## src/rtl/mc_ctrl_hs_pkg.sv

```systemverilog
// rtl/mc_ctrl_hs_pkg.sv - shared encodings for the multicycle controller
package mc_ctrl_hs_pkg;

    typedef enum logic [2:0] {
        S_IF  = 3'd0,
        S_ID  = 3'd1,
        S_EXE = 3'd2,
        S_MEM = 3'd3,
        S_WB  = 3'd4,
        S_ERR = 3'd5,
        S_MDU = 3'd6
    } state_e;

    localparam logic [3:0] ALU_ADD  = 4'd1,  ALU_SUB  = 4'd2, ALU_AND = 4'd3, ALU_OR  = 4'd4,
                           ALU_SLT  = 4'd5,  ALU_SLTU = 4'd6, ALU_SLL = 4'd7, ALU_SRL = 4'd8,
                           ALU_NOR  = 4'd9,  ALU_LUI  = 4'd10;

    localparam logic [2:0] PCS_ALU = 3'd0, PCS_ALUOUT = 3'd1, PCS_JUMP = 3'd2,
                           PCS_REG = 3'd3, PCS_EXC    = 3'd4;

    localparam logic [1:0] GPR_RD  = 2'd0, GPR_RT    = 2'd1, GPR_RA    = 2'd2;
    localparam logic [1:0] WD_ALU  = 2'd0, WD_MEM    = 2'd1, WD_PC     = 2'd2;
    localparam logic [1:0] SRCA_PC = 2'd0, SRCA_REG  = 2'd1, SRCA_SHAMT = 2'd2;
    localparam logic [1:0] SRCB_REG = 2'd0, SRCB_FOUR = 2'd1, SRCB_IMM = 2'd2, SRCB_BOFS = 2'd3;
    localparam logic [1:0] CAUSE_NONE = 2'd0, CAUSE_ILLEGAL = 2'd1, CAUSE_TIMEOUT = 2'd2;

    localparam logic [5:0] OP_RTYPE = 6'h00, OP_J    = 6'h02, OP_JAL  = 6'h03, OP_BEQ  = 6'h04,
                           OP_BNE   = 6'h05, OP_ADDI = 6'h08, OP_ADDIU = 6'h09, OP_SLTI = 6'h0a,
                           OP_SLTIU = 6'h0b, OP_ANDI = 6'h0c, OP_ORI  = 6'h0d, OP_LUI  = 6'h0f,
                           OP_LW    = 6'h23, OP_SW   = 6'h2b;

    localparam logic [5:0] FN_SLL  = 6'h00, FN_SRL  = 6'h02, FN_JR   = 6'h08, FN_JALR = 6'h09,
                           FN_MULT = 6'h18, FN_DIV  = 6'h1a, FN_ADD  = 6'h20, FN_ADDU = 6'h21,
                           FN_SUB  = 6'h22, FN_SUBU = 6'h23, FN_AND  = 6'h24, FN_OR   = 6'h25,
                           FN_NOR  = 6'h27, FN_SLT  = 6'h2a, FN_SLTU = 6'h2b;

    typedef struct packed {
        logic       legal;
        logic       jump;
        logic       jal;
        logic       branch;
        logic       bne;
        logic       jr;
        logic       load;
        logic       store;
        logic       shift;
        logic       imm;
        logic       zext;
`ifdef MC_CTRL_MULDIV_EN
        logic       mdu;
`endif
        logic [3:0] alu_op;
    } dec_t;

endpackage

```

## src/rtl/mc_ctrl_dec.sv

```systemverilog
// rtl/mc_ctrl_dec.sv - combinational op/funct decode into class flags (mult/div under MC_CTRL_MULDIV_EN)
module mc_ctrl_dec
    import mc_ctrl_hs_pkg::*;
(
    input  logic [5:0] op,
    input  logic [5:0] funct,
    output dec_t       dec
);

    always_comb begin
        dec        = '0;
        dec.legal  = 1'b1;
        dec.alu_op = ALU_ADD;
        case (op)
            OP_RTYPE: begin
                case (funct)
                    FN_ADD, FN_ADDU: dec.alu_op = ALU_ADD;
                    FN_SUB, FN_SUBU: dec.alu_op = ALU_SUB;
                    FN_AND:          dec.alu_op = ALU_AND;
                    FN_OR:           dec.alu_op = ALU_OR;
                    FN_NOR:          dec.alu_op = ALU_NOR;
                    FN_SLT:          dec.alu_op = ALU_SLT;
                    FN_SLTU:         dec.alu_op = ALU_SLTU;
                    FN_SLL:          begin dec.shift = 1'b1; dec.alu_op = ALU_SLL; end
                    FN_SRL:          begin dec.shift = 1'b1; dec.alu_op = ALU_SRL; end
                    FN_JR, FN_JALR:  dec.jr = 1'b1;
`ifdef MC_CTRL_MULDIV_EN
                    FN_MULT, FN_DIV: dec.mdu = 1'b1;
`endif
                    default:         dec.legal = 1'b0;
                endcase
            end
            OP_J:              dec.jump = 1'b1;
            OP_JAL:            begin dec.jump = 1'b1; dec.jal = 1'b1; end
            OP_BEQ:            begin dec.branch = 1'b1; dec.alu_op = ALU_SUB; end
            OP_BNE:            begin dec.branch = 1'b1; dec.bne = 1'b1; dec.alu_op = ALU_SUB; end
            OP_ADDI, OP_ADDIU: dec.imm = 1'b1;
            OP_SLTI:           begin dec.imm = 1'b1; dec.alu_op = ALU_SLT; end
            OP_SLTIU:          begin dec.imm = 1'b1; dec.alu_op = ALU_SLTU; end
            OP_ANDI:           begin dec.imm = 1'b1; dec.zext = 1'b1; dec.alu_op = ALU_AND; end
            OP_ORI:            begin dec.imm = 1'b1; dec.zext = 1'b1; dec.alu_op = ALU_OR; end
            OP_LUI:            begin dec.imm = 1'b1; dec.alu_op = ALU_LUI; end
            OP_LW:             dec.load = 1'b1;
            OP_SW:             dec.store = 1'b1;
            default:           dec.legal = 1'b0;
        endcase
    end

endmodule

```

## src/rtl/mc_ctrl_hs.sv

```systemverilog
// rtl/mc_ctrl_hs.sv - multicycle control FSM with memory wait timeout; MDU path under MC_CTRL_MULDIV_EN
module mc_ctrl_hs
    import mc_ctrl_hs_pkg::*;
#(
    parameter int WAIT_MAX = 15,
    parameter int ALUOP_W  = 4
) (
    input  logic               clk,
    input  logic               rst_n,
    input  logic [5:0]         op,
    input  logic [5:0]         funct,
    input  logic               zero,
    input  logic               mem_ready,
`ifdef MC_CTRL_MULDIV_EN
    input  logic               mdu_done,
    output logic               mdu_start,
`endif
    output logic               mem_req,
    output logic               mem_we,
    output logic               reg_write,
    output logic               pc_write,
    output logic               ir_write,
    output logic               ext_op,
    output logic               iord,
    output logic [1:0]         alu_src_a,
    output logic [1:0]         alu_src_b,
    output logic [1:0]         gpr_sel,
    output logic [1:0]         wd_sel,
    output logic [2:0]         pc_source,
    output logic [ALUOP_W-1:0] alu_op,
    output logic               exc,
    output logic [1:0]         exc_cause
);

    localparam int CNT_W = ($clog2(WAIT_MAX + 1) > 4) ? $clog2(WAIT_MAX + 1) : 4;

    state_e           state, state_nxt;
    logic [CNT_W-1:0] cnt;
    logic [1:0]       cause_q, cause_nxt;
    logic             timeout;
    dec_t             dec;

    mc_ctrl_dec u_dec (
        .op    (op),
        .funct (funct),
        .dec   (dec)
    );

    assign timeout   = !mem_ready && (cnt == CNT_W'(WAIT_MAX));
    assign exc_cause = cause_q;

    // The counter only survives cycles that stay in IF/MEM, i.e. genuine wait cycles.
    always_ff @(posedge clk or negedge rst_n) begin
        if (!rst_n) begin
            state   <= S_IF;
            cnt     <= '0;
            cause_q <= CAUSE_NONE;
        end else begin
            state   <= state_nxt;
            cause_q <= cause_nxt;
            if (state_nxt == state && (state == S_IF || state == S_MEM))
                cnt <= cnt + 1'b1;
            else
                cnt <= '0;
        end
    end

`ifdef MC_CTRL_MULDIV_EN
    logic mdu_started;
    always_ff @(posedge clk or negedge rst_n) begin
        if (!rst_n)
            mdu_started <= 1'b0;
        else
            mdu_started <= (state == S_MDU) && (state_nxt == S_MDU);
    end
`endif

    always_comb begin
        state_nxt = state;
        cause_nxt = cause_q;
        mem_req   = 1'b0;
        mem_we    = 1'b0;
        reg_write = 1'b0;
        pc_write  = 1'b0;
        ir_write  = 1'b0;
        ext_op    = 1'b1;
        iord      = 1'b0;
        alu_src_a = SRCA_PC;
        alu_src_b = SRCB_FOUR;
        gpr_sel   = GPR_RD;
        wd_sel    = WD_ALU;
        pc_source = PCS_ALU;
        alu_op    = ALUOP_W'(ALU_ADD);
        exc       = 1'b0;
`ifdef MC_CTRL_MULDIV_EN
        mdu_start = 1'b0;
`endif
        case (state)
            S_IF: begin
                mem_req = 1'b1;
                if (mem_ready) begin
                    pc_write  = 1'b1;
                    ir_write  = 1'b1;
                    state_nxt = S_ID;
                end else if (timeout) begin
                    state_nxt = S_ERR;
                    cause_nxt = CAUSE_TIMEOUT;
                end
            end
            S_ID: begin
                alu_src_b = SRCB_BOFS;
                if (!dec.legal) begin
                    state_nxt = S_ERR;
                    cause_nxt = CAUSE_ILLEGAL;
                end else if (dec.jump) begin
                    pc_write  = 1'b1;
                    pc_source = PCS_JUMP;
                    state_nxt = S_IF;
                    if (dec.jal) begin
                        reg_write = 1'b1;
                        gpr_sel   = GPR_RA;
                        wd_sel    = WD_PC;
                    end
`ifdef MC_CTRL_MULDIV_EN
                end else if (dec.mdu) begin
                    state_nxt = S_MDU;
`endif
                end else begin
                    state_nxt = S_EXE;
                end
            end
            S_EXE: begin
                alu_src_a = SRCA_REG;
                alu_src_b = SRCB_REG;
                alu_op    = ALUOP_W'(dec.alu_op);
                state_nxt = S_WB;
                if (dec.branch) begin
                    pc_source = PCS_ALUOUT;
                    pc_write  = dec.bne ? !zero : zero;
                    state_nxt = S_IF;
                end else if (dec.jr) begin
                    pc_write  = 1'b1;
                    pc_source = PCS_REG;
                    state_nxt = S_IF;
                end else if (dec.load || dec.store) begin
                    alu_src_b = SRCB_IMM;
                    state_nxt = S_MEM;
                end else if (dec.shift) begin
                    alu_src_a = SRCA_SHAMT;
                end else if (dec.imm) begin
                    alu_src_b = SRCB_IMM;
                    ext_op    = !dec.zext;
                end
            end
            S_MEM: begin
                mem_req = 1'b1;
                iord    = 1'b1;
                mem_we  = dec.store;
                if (mem_ready) begin
                    state_nxt = dec.store ? S_IF : S_WB;
                end else if (timeout) begin
                    state_nxt = S_ERR;
                    cause_nxt = CAUSE_TIMEOUT;
                end
            end
            S_WB: begin
                reg_write = 1'b1;
                gpr_sel   = (dec.load || dec.imm) ? GPR_RT : GPR_RD;
                wd_sel    = dec.load ? WD_MEM : WD_ALU;
                state_nxt = S_IF;
            end
            S_ERR: begin
                exc       = 1'b1;
                pc_write  = 1'b1;
                pc_source = PCS_EXC;
                state_nxt = S_IF;
            end
`ifdef MC_CTRL_MULDIV_EN
            S_MDU: begin
                mdu_start = !mdu_started;
                if (mdu_done)
                    state_nxt = S_IF;
            end
`endif
            default: state_nxt = S_IF;
        endcase
        // Reset holds the state in IF but must not let IF's fetch request escape.
        if (!rst_n) begin
            mem_req   = 1'b0;
            mem_we    = 1'b0;
            reg_write = 1'b0;
            pc_write  = 1'b0;
            ir_write  = 1'b0;
            exc       = 1'b0;
`ifdef MC_CTRL_MULDIV_EN
            mdu_start = 1'b0;
`endif
        end
    end

endmodule
```

## config.mk

```make
export PLATFORM = sky130hd
export DESIGN_NAME = mc_ctrl_hs
export DESIGN_NICKNAME = d
export VERILOG_FILES = /design/src/rtl/mc_ctrl_hs_pkg.sv /design/src/rtl/mc_ctrl_dec.sv /design/src/rtl/mc_ctrl_hs.sv
export SDC_FILE = /design/constraint.sdc
export NUM_CORES = 1
export LEC_CHECK = 0
export ABC_AREA = 1
export BUFFER_PORTS_ARGS = -buffer_cell sky130_fd_sc_hd__buf_2
export CORE_MARGIN = 3
export CORE_UTILIZATION = 40
export CTS_BUF_LIST = sky130_fd_sc_hd__clkbuf_8 sky130_fd_sc_hd__clkbuf_16
export DETAILED_ROUTE_END_ITERATION = 7
export PLACE_DENSITY = 0.67
export SLEW_MARGIN = 20
export SYNTH_ARGS = -nofsm -noshare
export SYNTH_HDL_FRONTEND = slang
export SYNTH_SLANG_ARGS = --single-unit
```

## constraint.sdc

```tcl
create_clock -name clk -period 3.05 [get_ports clk]
set_input_delay 0.305 -clock clk [delete_from_list [all_inputs] [get_ports clk]]
set_output_delay 0.305 -clock clk [all_outputs]
set_load 0.02 [all_outputs]
```

Yosys cells after proc, flatten, opt, wreduce, memory -nomap -nowiden
Index checks and enable logic that the tools add are counted.
{ "word_totals": {"ff_bits": 9, "output_inout_bits": 25, "wordCells": 145, "rom_bits": 0, "in_bits": 16, "ram_bits": 0, "n_memories": 0, "latch_bits": 0} }
{ "classes": {"add_sub_neg": 1, "bitwise": 0, "reduce_logical": 23, "order_cmp": 0, "eq_ne": 35, "div_mod_pow": 0, "n_mux": 83, "n_mul": 0, "shift": 0} }
{ "ops": {"columns": ["op", "n"], "rows": [
  ["equality test 6 bit, second input constant", 11],
  ["equality test 6 x 4 -> 1 bit, second input constant", 9],
  ["two-way mux 2 bit", 21],
  ["two-way mux 1 bit", 41],
  ["one-hot mux 4 bit (8 select lines)", 1],
  ["one-hot mux 4 bit (7 select lines)", 1],
  ["OR reduction 13 bit", 2],
  ["two-way mux 3 bit", 8],
  ["equality test 6 x 2 -> 1 bit, second input constant", 3],
  ["one-hot mux 2 bit (2 select lines)", 4],
  ["OR reduction 2 bit", 7],
  ["equality test 6 x 3 -> 1 bit, second input constant", 2],
  ["zero test 6 bit", 2],
  ["one-hot mux 3 bit (4 select lines)", 1],
  ["one-hot mux 3 bit (3 select lines)", 1],
  ["two-way mux 4 bit", 2],
  ["OR reduction 7 bit", 1],
  ["equality test 3 x 2 -> 1 bit, second input constant", 2],
  ["equality test 3 bit, second input constant", 2],
  ["adder 4 x 1 -> 4 bit, second input constant", 1],
  ["equality test 4 bit, second input constant", 1],
  ["!= test 2 bit, second input constant", 2],
  ["one-hot mux 1 bit (2 select lines)", 2],
  ["one-hot mux 1 bit (4 select lines)", 1],
  ["other kinds (9)", 14]
]} }

Longest topological paths before layout
Gate-level depths: netlist (run 1).
{ "depth": {"word_depth": 10, "depth_mapped": 14, "mapped_depth_nobuf": 14} }

Hierarchy
A second synthesis (run 1) with hierarchy kept.
{ "hier_totals": {"cells_unflattened": 220, "hier_area_um2": 1247.4} }
{ "by_module_without_submodules": {"columns": ["mod", "seq_area_each_um2", "n_inst", "area_per_inst_um2", "cells_per_inst"], "rows": [
  ["mc_ctrl_hs", 225.2, 1, 752.0, 116],
  ["mc_ctrl_dec", 0.0, 1, 495.5, 104]
]} }

Worst setup path after synthesis (run 1)
Ideal clock, no wire load.
{ "synth_path": {"path_kind": "register to output", "from": "register state[0]", "to": "output port reg_write", "slack_ns": 1.078, "t_arrival_ns": 1.667, "n_path_buf": 0, "required_time_ns": 2.745, "stages_incl_launch_ff": 9, "cell_sequence": "dfrtp_1 inv_2 nor3_2 inv_1 nor2_1 inv_1 nor2_1 nor2_1 nor2_1"} }
{ "synth_between": {"elab_chain_cells": 3, "elab_cells_between_ends": 4, "cone_classes": "2 x eq/ne; 2 x mux"} }
{ "synth_rtl": {"columns": ["item", "line", "source"], "rows": [
  ["from (decl)", "mc_ctrl_hs.sv:37", "state_e state, state_nxt;"],
  ["from (signal assigned)", "mc_ctrl_hs.sv:59", "state <= state_nxt;"],
  ["equality test 3 bit or equality test 3 x 1 -> 1 bit (tied branches)", "mc_ctrl_hs.sv:98", "case (state)"],
  ["one-hot mux 1 bit (2 select lines) *", "mc_ctrl_hs.sv:98", null],
  ["two-way mux 1 bit *", "mc_ctrl_hs.sv:188", "if (!rst_n) begin"],
  ["to (decl)", "mc_ctrl_hs.sv:20", "output logic reg_write,"]
]} }
Mark *: on every way between the ends. The rest lies on a longest branch, timed or not.

Final worst setup path (run 1)
Ends and elaborated chain as after synthesis.

==> results of run 1 <==
-- cell type report --
class / count / area [sq um] / area share
Clock inverter: 1 / 3.75 / 0.00269
Sequential cell: 9 / 225 / 0.161
Timing Repair Buffer: 41 / 210 / 0.151
Inverter: 40 / 150 / 0.108
Clock buffer: 3 / 41.3 / 0.0296
Multi-Input combinational cell: 148 / 727 / 0.521
Tap cell: 30 / 37.5 / 0.0269
-- cells in the final DEF (no fill, tap or decap), drive strengths merged --
| cell | synthesis | final |
|---|---|---|
| a211oi | 2 | 2 |
| a21oi | 5 | 5 |
| buf | 1 | 40 |
| clkbuf | 0 | 3 |
| clkinv | 1 | 1 |
| dfrtp | 9 | 9 |
| dlygate4sd3 | 0 | 1 |
| ha | 1 | 1 |
| inv | 39 | 40 |
| nand2 | 46 | 46 |
| nand3 | 28 | 28 |
| nand4 | 6 | 6 |
| nor2 | 44 | 44 |
| nor3 | 7 | 7 |
| o211ai | 1 | 1 |
| o21ai | 5 | 5 |
| xnor2 | 1 | 1 |
| xor2 | 2 | 2 |
-- cells by family (layout without fill, tap and decap cells) --
| family | after synthesis | after routing |
|---|---|---|
| AO/OA/AOI/OAI | 13 | 13 |
| XOR/XNOR | 3 | 3 |
| adder cells (fa/ha/maj) | 1 | 1 |
| buffers and inverters | 41 | 85 |
| flip-flops | 9 | 9 |
| AND/OR/NAND/NOR | 131 | 131 |
-- per-stage QoR --
step	utilization	instance area (sq um)	total power [mW]
global route	0.543	1400	0.761
floorplan	-	1110	0.452
detailed placement	0.522	1340	0.560
global placement	0.522	1340	0.561
CTS	0.543	1400	0.703
finish	0.543	1400	0.699
-- state kept, by name, indices dropped and copies added, names as in the netlist --
| register | count |
|---|---|
| exc_cause | 2 |
| cnt | 4 |
| state | 3 |
-- metal layers --
metal	up-vias	GRT usage
met1	550	0.247
li1	712	-
met3	3	0.0439
met5	-	0
met2	40	0.281
met4	0	0.0291
-- power breakdown --
part           switching (mW)  internal, mW  total, mW
Sequential             0.0323         0.149      0.181
Combinational           0.260         0.121      0.381
Clock                  0.0486        0.0878      0.136
Total                   0.341         0.358      0.699
-- worst paths after layout --
path,startpoint,endpoint,slack [ps]
hold reg to reg,cnt[0]$_DFF_PN0_,cnt[0]$_DFF_PN0_,460
min in group asynchronous,rst_n,cnt[0]$_DFF_PN0_,460
setup reg to reg,state[2]$_DFF_PN0_,cnt[3]$_DFF_PN0_,1380
max in group asynchronous,rst_n,exc_cause[0]$_DFFE_PN0P_,2390
setup / recovery,state[0]$_DFF_PN0_,reg_write,950
hold / removal,mem_ready,state[1]$_DFF_PN0_,430
-- what timing repair did --
action / in CTS / in global routing
resized for setup: 0 / 0
hold buffers: 1 / 0
buffers inserted: 0 / 0
hold endpoints to repair: 9 / 0
-- critical path: stages, from the launching register on --
cell and delay [ps]:
dfrtp_1 450, inv_2 100, nor3_2 240, inv_1 120, nor2_1 140, inv_1 60
nor2_1 150, nor2_1 60, nor2_1 80, buf_2 160
==> impl_results.md, run 1 <==
- Main synth FF type: dfrtp_1
- Synth Area in Compound Gates: 0.0654
- Final Slew Violations: 0
- Fin nets: 260
- Post-synthesis xor/xnor area fraction: 0.0237
- Synth Instances: 198
- Syn_nets: 215
- DPL Wire Length: 2400 microns
- Pleak: 0.842 nW
- Syn-to-layout area delta: 25.7%
- WL met3: 224 microns
- Cell Rows: 18
- Clock slew seen by the registers of the worst setup and hold paths: 50 ps
- Total gr overflow: 0
- DR top layer: met4
- Crit share post-route: 0.689
- Maxcap violations: 0
- Die width: 58.7 microns
- Commonest cells post-synth: nand2_1 (43), nor2_1 (37), inv_1 (32)
- Initial core utilization: 0.432
- Drt first pass iters: 4
- #FFs+latches synth: 9
- Area leader, netlist: dfrtp_1
- Post-Syn Area: 1110 sq um
- Clock Skews: 6.15 ps
- Fillers: 293
- Startpoint class of the critical path: flop
- Main combinational cell family by area after synthesis: simple AND/OR/NAND/NOR gates
- Worst slew pin tran: 281 ps
- Slew margin rel.: 0.811
- Hold/Removal Path Class: input port to flop
- Layout Cells excl Fill: 272
- H-tree depth: 1
- GRT Total Usage: 0.177
- RePlAce Congestion: 0.869
- WHS: 427 ps
- Met2 wire length: 1150 microns
- Critical Path Fanout Max: 6
- Crit end category: output port
- Netlist cell types: 23
- Boundary Pins: 41
- M1 WL: 1450 microns
- Core Box Area: 2570 sq um
- CTS tree: yes
- Synth Area in Adders: 0.0113
- Post-synth top area share: 0.203
- Routed Antenna Nets: 0
- Top-count cell post-synth: nand2_1
- Pin count of the biggest net entering global routing: 12
- RSZ-0062 raised after global routing: false
- Die area: 3440 sq um
- Layout cells sized above 1: 0.269
- Crit path time final: 2100 ps
- Post-Syn Area per Cell: 5.61 sq um
- Post-synthesis sequential area ratio: 0.203
- Final Hold Vio Count: 0
- Status: completed
- Ys async rst share: 1.00
- PortBufs: 40
- VDD IR max: 492 uV
- Multiplexer area fraction after synthesis: 0
- Fmax achieved: 476 MHz
- Latest clock arrival within the worst-skew pair: 240 ps
- Worst Path Arrival: 1800 ps
- Reg2reg path depth: 14
- Post-synthesis simple-gate area fraction: 0.555
- CTS Sinks: 9
- Post-Route WL: 2840 microns
- Ys Warns: 0
- First-pass GRT wire length: 4840 microns
- Die span in y: 58.7 microns
- Power per Cell Area: 501 nW/um^2
- N_diodes: 0
- DRC violations left: 0
- Synth area leaders: dfrtp_1 (20%), nand2_1 (15%), nor2_1 (13%)
- Setup violators final: 0
- Antenna violations before repair: 0
- EDFF count, synth: 0
- DP Worst Slack: 1120 ps
- Placed Instances: 267
- Initial detailed-routing violation count: 39
- CTS Buf Count: 3
- CP Class: flop to output port
- WHS Path Cells: 4
- Routed WL per cell: 10.4 microns
- Via count: 1,305
- Fin worst setup slack: 950 ps
- Root buffer cell: clkbuf_8
- CTS max path bufs: 2
- Number of global-route vias before repair: 1,166
- Sum of negative setup slack: 0 ps
- Required time of the worst setup path: 2740 ps
- Vias per Instance: 4.80
(Power assumes the default switching activity.)
==> run 2: changes to the inputs <==
==> constraint.sdc (replaced) <==
create_clock -name clk -period 2 [get_ports clk]
set_input_delay 0.2 -clock clk [delete_from_list [all_inputs] [get_ports clk]]
set_output_delay 0.2 -clock clk [all_outputs]
set_load 0.02 [all_outputs]
==> impl_results.md, run 2 (synthesis results as in run 1) <==
- Status: completed (unchanged)
- Core Box Area: 2570 sq um (unchanged)
- Total gr overflow: 0 (unchanged)
- Worst slew pin tran: 285 ps (was 281 ps)
- Hold/Removal Path Class: input port to flop (unchanged)
- Die width: 58.7 microns (unchanged)
- Maxcap violations: 0 (unchanged)
- Clock Skews: 8.15 ps (was 6.15 ps)
- Cell Rows: 18 (unchanged)
- Clock slew seen by the registers of the worst setup and hold paths: 50 ps (about the same)
- Internal: 0.595 mW (was 0.358 mW)
- Final Instance Area: 1440 sq um (was 1400 sq um)
- Syn-to-layout area delta: 29.9% (was 25.7%)
- Pleak: 0.853 nW (was 0.842 nW)
- WL met3: 201 microns (was 224 microns)
- Met2 wire length: 1270 microns (was 1150 microns)
- First-pass GRT wire length: 4900 microns (was 4840 microns)
- Initial detailed-routing violation count: 61 (was 39)
- CTS Sinks: 9 (unchanged)
- Setup violators final: 0 (unchanged)
- Root buffer cell: clkbuf_8 (unchanged)
- Initial core utilization: 0.432 (unchanged)
- Die span in y: 58.7 microns (unchanged)
- Startpoint class of the critical path: flop (unchanged)
- Via count: 1,347 (was 1,305)
- Post-Route WL: 2930 microns (was 2840 microns)
- RSZ-0062 raised after global routing: true (was false)
- Largest register FFs: 4 (unchanged)
- Sw frac: 0.479 (was 0.488)
- H-tree depth: 1 (unchanged)
- Placed Instances: 267 (unchanged)
- CP Class: flop to output port (unchanged)
- Seq pwr share: 0.252 (was 0.259)
- N_diodes: 0 (unchanged)
- VDD IR max: 835 uV (was 492 uV)
- NetSw: 0.547 mW (was 0.341 mW)
- Layout Cells excl Fill: 275 (was 272)
- Number of global-route vias before repair: 1,175 (was 1,166)
- Most frequent cells in the layout: nand2_1 (43), buf_2 (40), nor2_1 (35) (was nand2_1 (43), buf_2 (40), nor2_1 (37))
- CTS Buf Count: 3 (unchanged)
- Critical path cell sequence: nor3_4, inv_2, nor2_1, inv_1, o211ai_1, buf_2 (was inv_2, nor3_2, inv_1, nor2_1, inv_1, nor2_1, nor2_1, nor2_1, buf_2)
- Commonest non-fill, non-tap cell in the layout: nand2_1 (unchanged)
- Antenna violations before repair: 0 (unchanged)
- DRC violations left: 0 (unchanged)
- CTS max path bufs: 2 (unchanged)
- DPL Wire Length: 2470 microns (was 2400 microns)
- Crit-path max cell delay: 460 ps (was 450 ps)
- Clk pwr share: 0.181 (was 0.195)
- DP Worst Slack: 226 ps (was 1120 ps)
- Latest clock arrival within the worst-skew pair: 230 ps (was 240 ps)
- Fin worst setup slack: 131 ps (was 950 ps)
- Post-DP Area: 1340 sq um (unchanged)
- Comb pwr share: 0.568 (was 0.546)
- M1 WL: 1460 microns (was 1450 microns)
- Sum of negative setup slack: 0 ps (unchanged)
- PortBufs: 40 (unchanged)
- Final Slew Violations: 0 (unchanged)
- RePlAce Congestion: 0.847 (was 0.869)
- Layout cells sized above 1: 0.298 (was 0.269)
- Vias per Instance: 4.90 (was 4.80)
- Worst Path Arrival: 1670 ps (was 1800 ps)
- Fin nets: 263 (was 260)
- Critical Path Fanout Max: 9 (was 6)
- Routed Antenna Nets: 0 (unchanged)
- Crit share post-route: 0.934
- Boundary Pins: 41 (unchanged)
- Pin count of the biggest net entering global routing: 12 (unchanged)
- Required time of the worst setup path: 1800 ps (was 2740 ps)
- DR top layer: met3 (was met4)
- Final Hold Vio Count: 0 (unchanged)
- CP max stage cell: dfrtp_1 (unchanged)
- Fmax achieved: 535 MHz
- CTS tree: yes (unchanged)
- Die area: 3440 sq um (unchanged)
- Slew margin rel.: 0.809 (was 0.811)
- Power per Cell Area: 792 nW/um^2 (was 501 nW/um^2)
- Drt first pass iters: 4 (unchanged)
- Reg with most FFs: cnt (unchanged)
- Routed WL per cell: 10.7 microns (was 10.4 microns)
- Crit end category: output port (unchanged)
- Crit path time final: 1870 ps
- GRT Total Usage: 0.178 (was 0.177)
## run 2: cell count changes in the layout (fill, tap and decap cells not counted), sizes merged
| cell | change |
|---|---|
| buf | +3 |
## run 2: per-layer routing
metal | vias up | global-route usage
li1 | 719 | -
met4 | 0 | 0.0194
met2 | 45 | 0.279
met5 | - | 0
met3 | 0 | 0.0351
met1 | 583 | 0.261
## run 2: final timing paths
check                                        start            endpoint  slack, ps  depth (start not counted)
min in group asynchronous                    rst_n  state[1]$_DFF_PN0_        360                          2
worst min-delay path                     mem_ready  state[1]$_DFF_PN0_        330                          4
max in group asynchronous                    rst_n  state[0]$_DFF_PN0_       1420                          2
worst min register to register    cnt[0]$_DFF_PN0_    cnt[0]$_DFF_PN0_        460                          1
worst max-delay path            state[2]$_DFF_PN0_        alu_src_b[1]        130                          6
worst max register to register  state[2]$_DFF_PN0_    cnt[3]$_DFF_PN0_        240                         14
## run 2: metrics by stage
| step | power (mW) | util | hold slack, ps |
|---|---|---|---|
| after detailed placement | 0.852 | 0.522 | 79.1 |
| after global placement | 0.849 | 0.522 | 79.0 |
| after global routing | 1.24 | 0.561 | 369 |
| final | 1.14 | 0.561 | 326 |
| after CTS | 1.07 | 0.546 | 330 |
| after floorplan | 0.689 | - | -95.6 |
## run 2: critical path, delay by kind of cell (launching register included)
kind | cells | cell delay, ps
simple gates | 2 | 410
buf+inv | 3 | 380
flops | 1 | 460
compound gates | 1 | 190
## run 2: timing repair
item | CTS | global route
setup endpoints to repair | 1 | 6
hold buffers | 1 | 0
pin swaps | 0 | 1
endpoints found under the hold margin | 9 | 0
buffers inserted | 0 | 3
resized for setup | 1 | 6
## run 2: power by group through the flow
stage / Clock [mW] / Sequential, mW / Combinational (mW)
detailed placement: 0 / 0.277 / 0.575
floorplan: 0 / 0.282 / 0.407
global route: 0.223 / 0.291 / 0.729
finish: 0.206 / 0.287 / 0.648
global placement: 0 / 0.276 / 0.574
CTS: 0.205 / 0.279 / 0.588
## run 2: area by class of cell
class,count,area [sq um]
clock buffer,3,41.3
multi-input combinational,148,748
timing repair buffer,44,233
inverter,40,150
sequential,9,228
clock inverter,1,3.75
tap,30,37.5
fill,294,1130
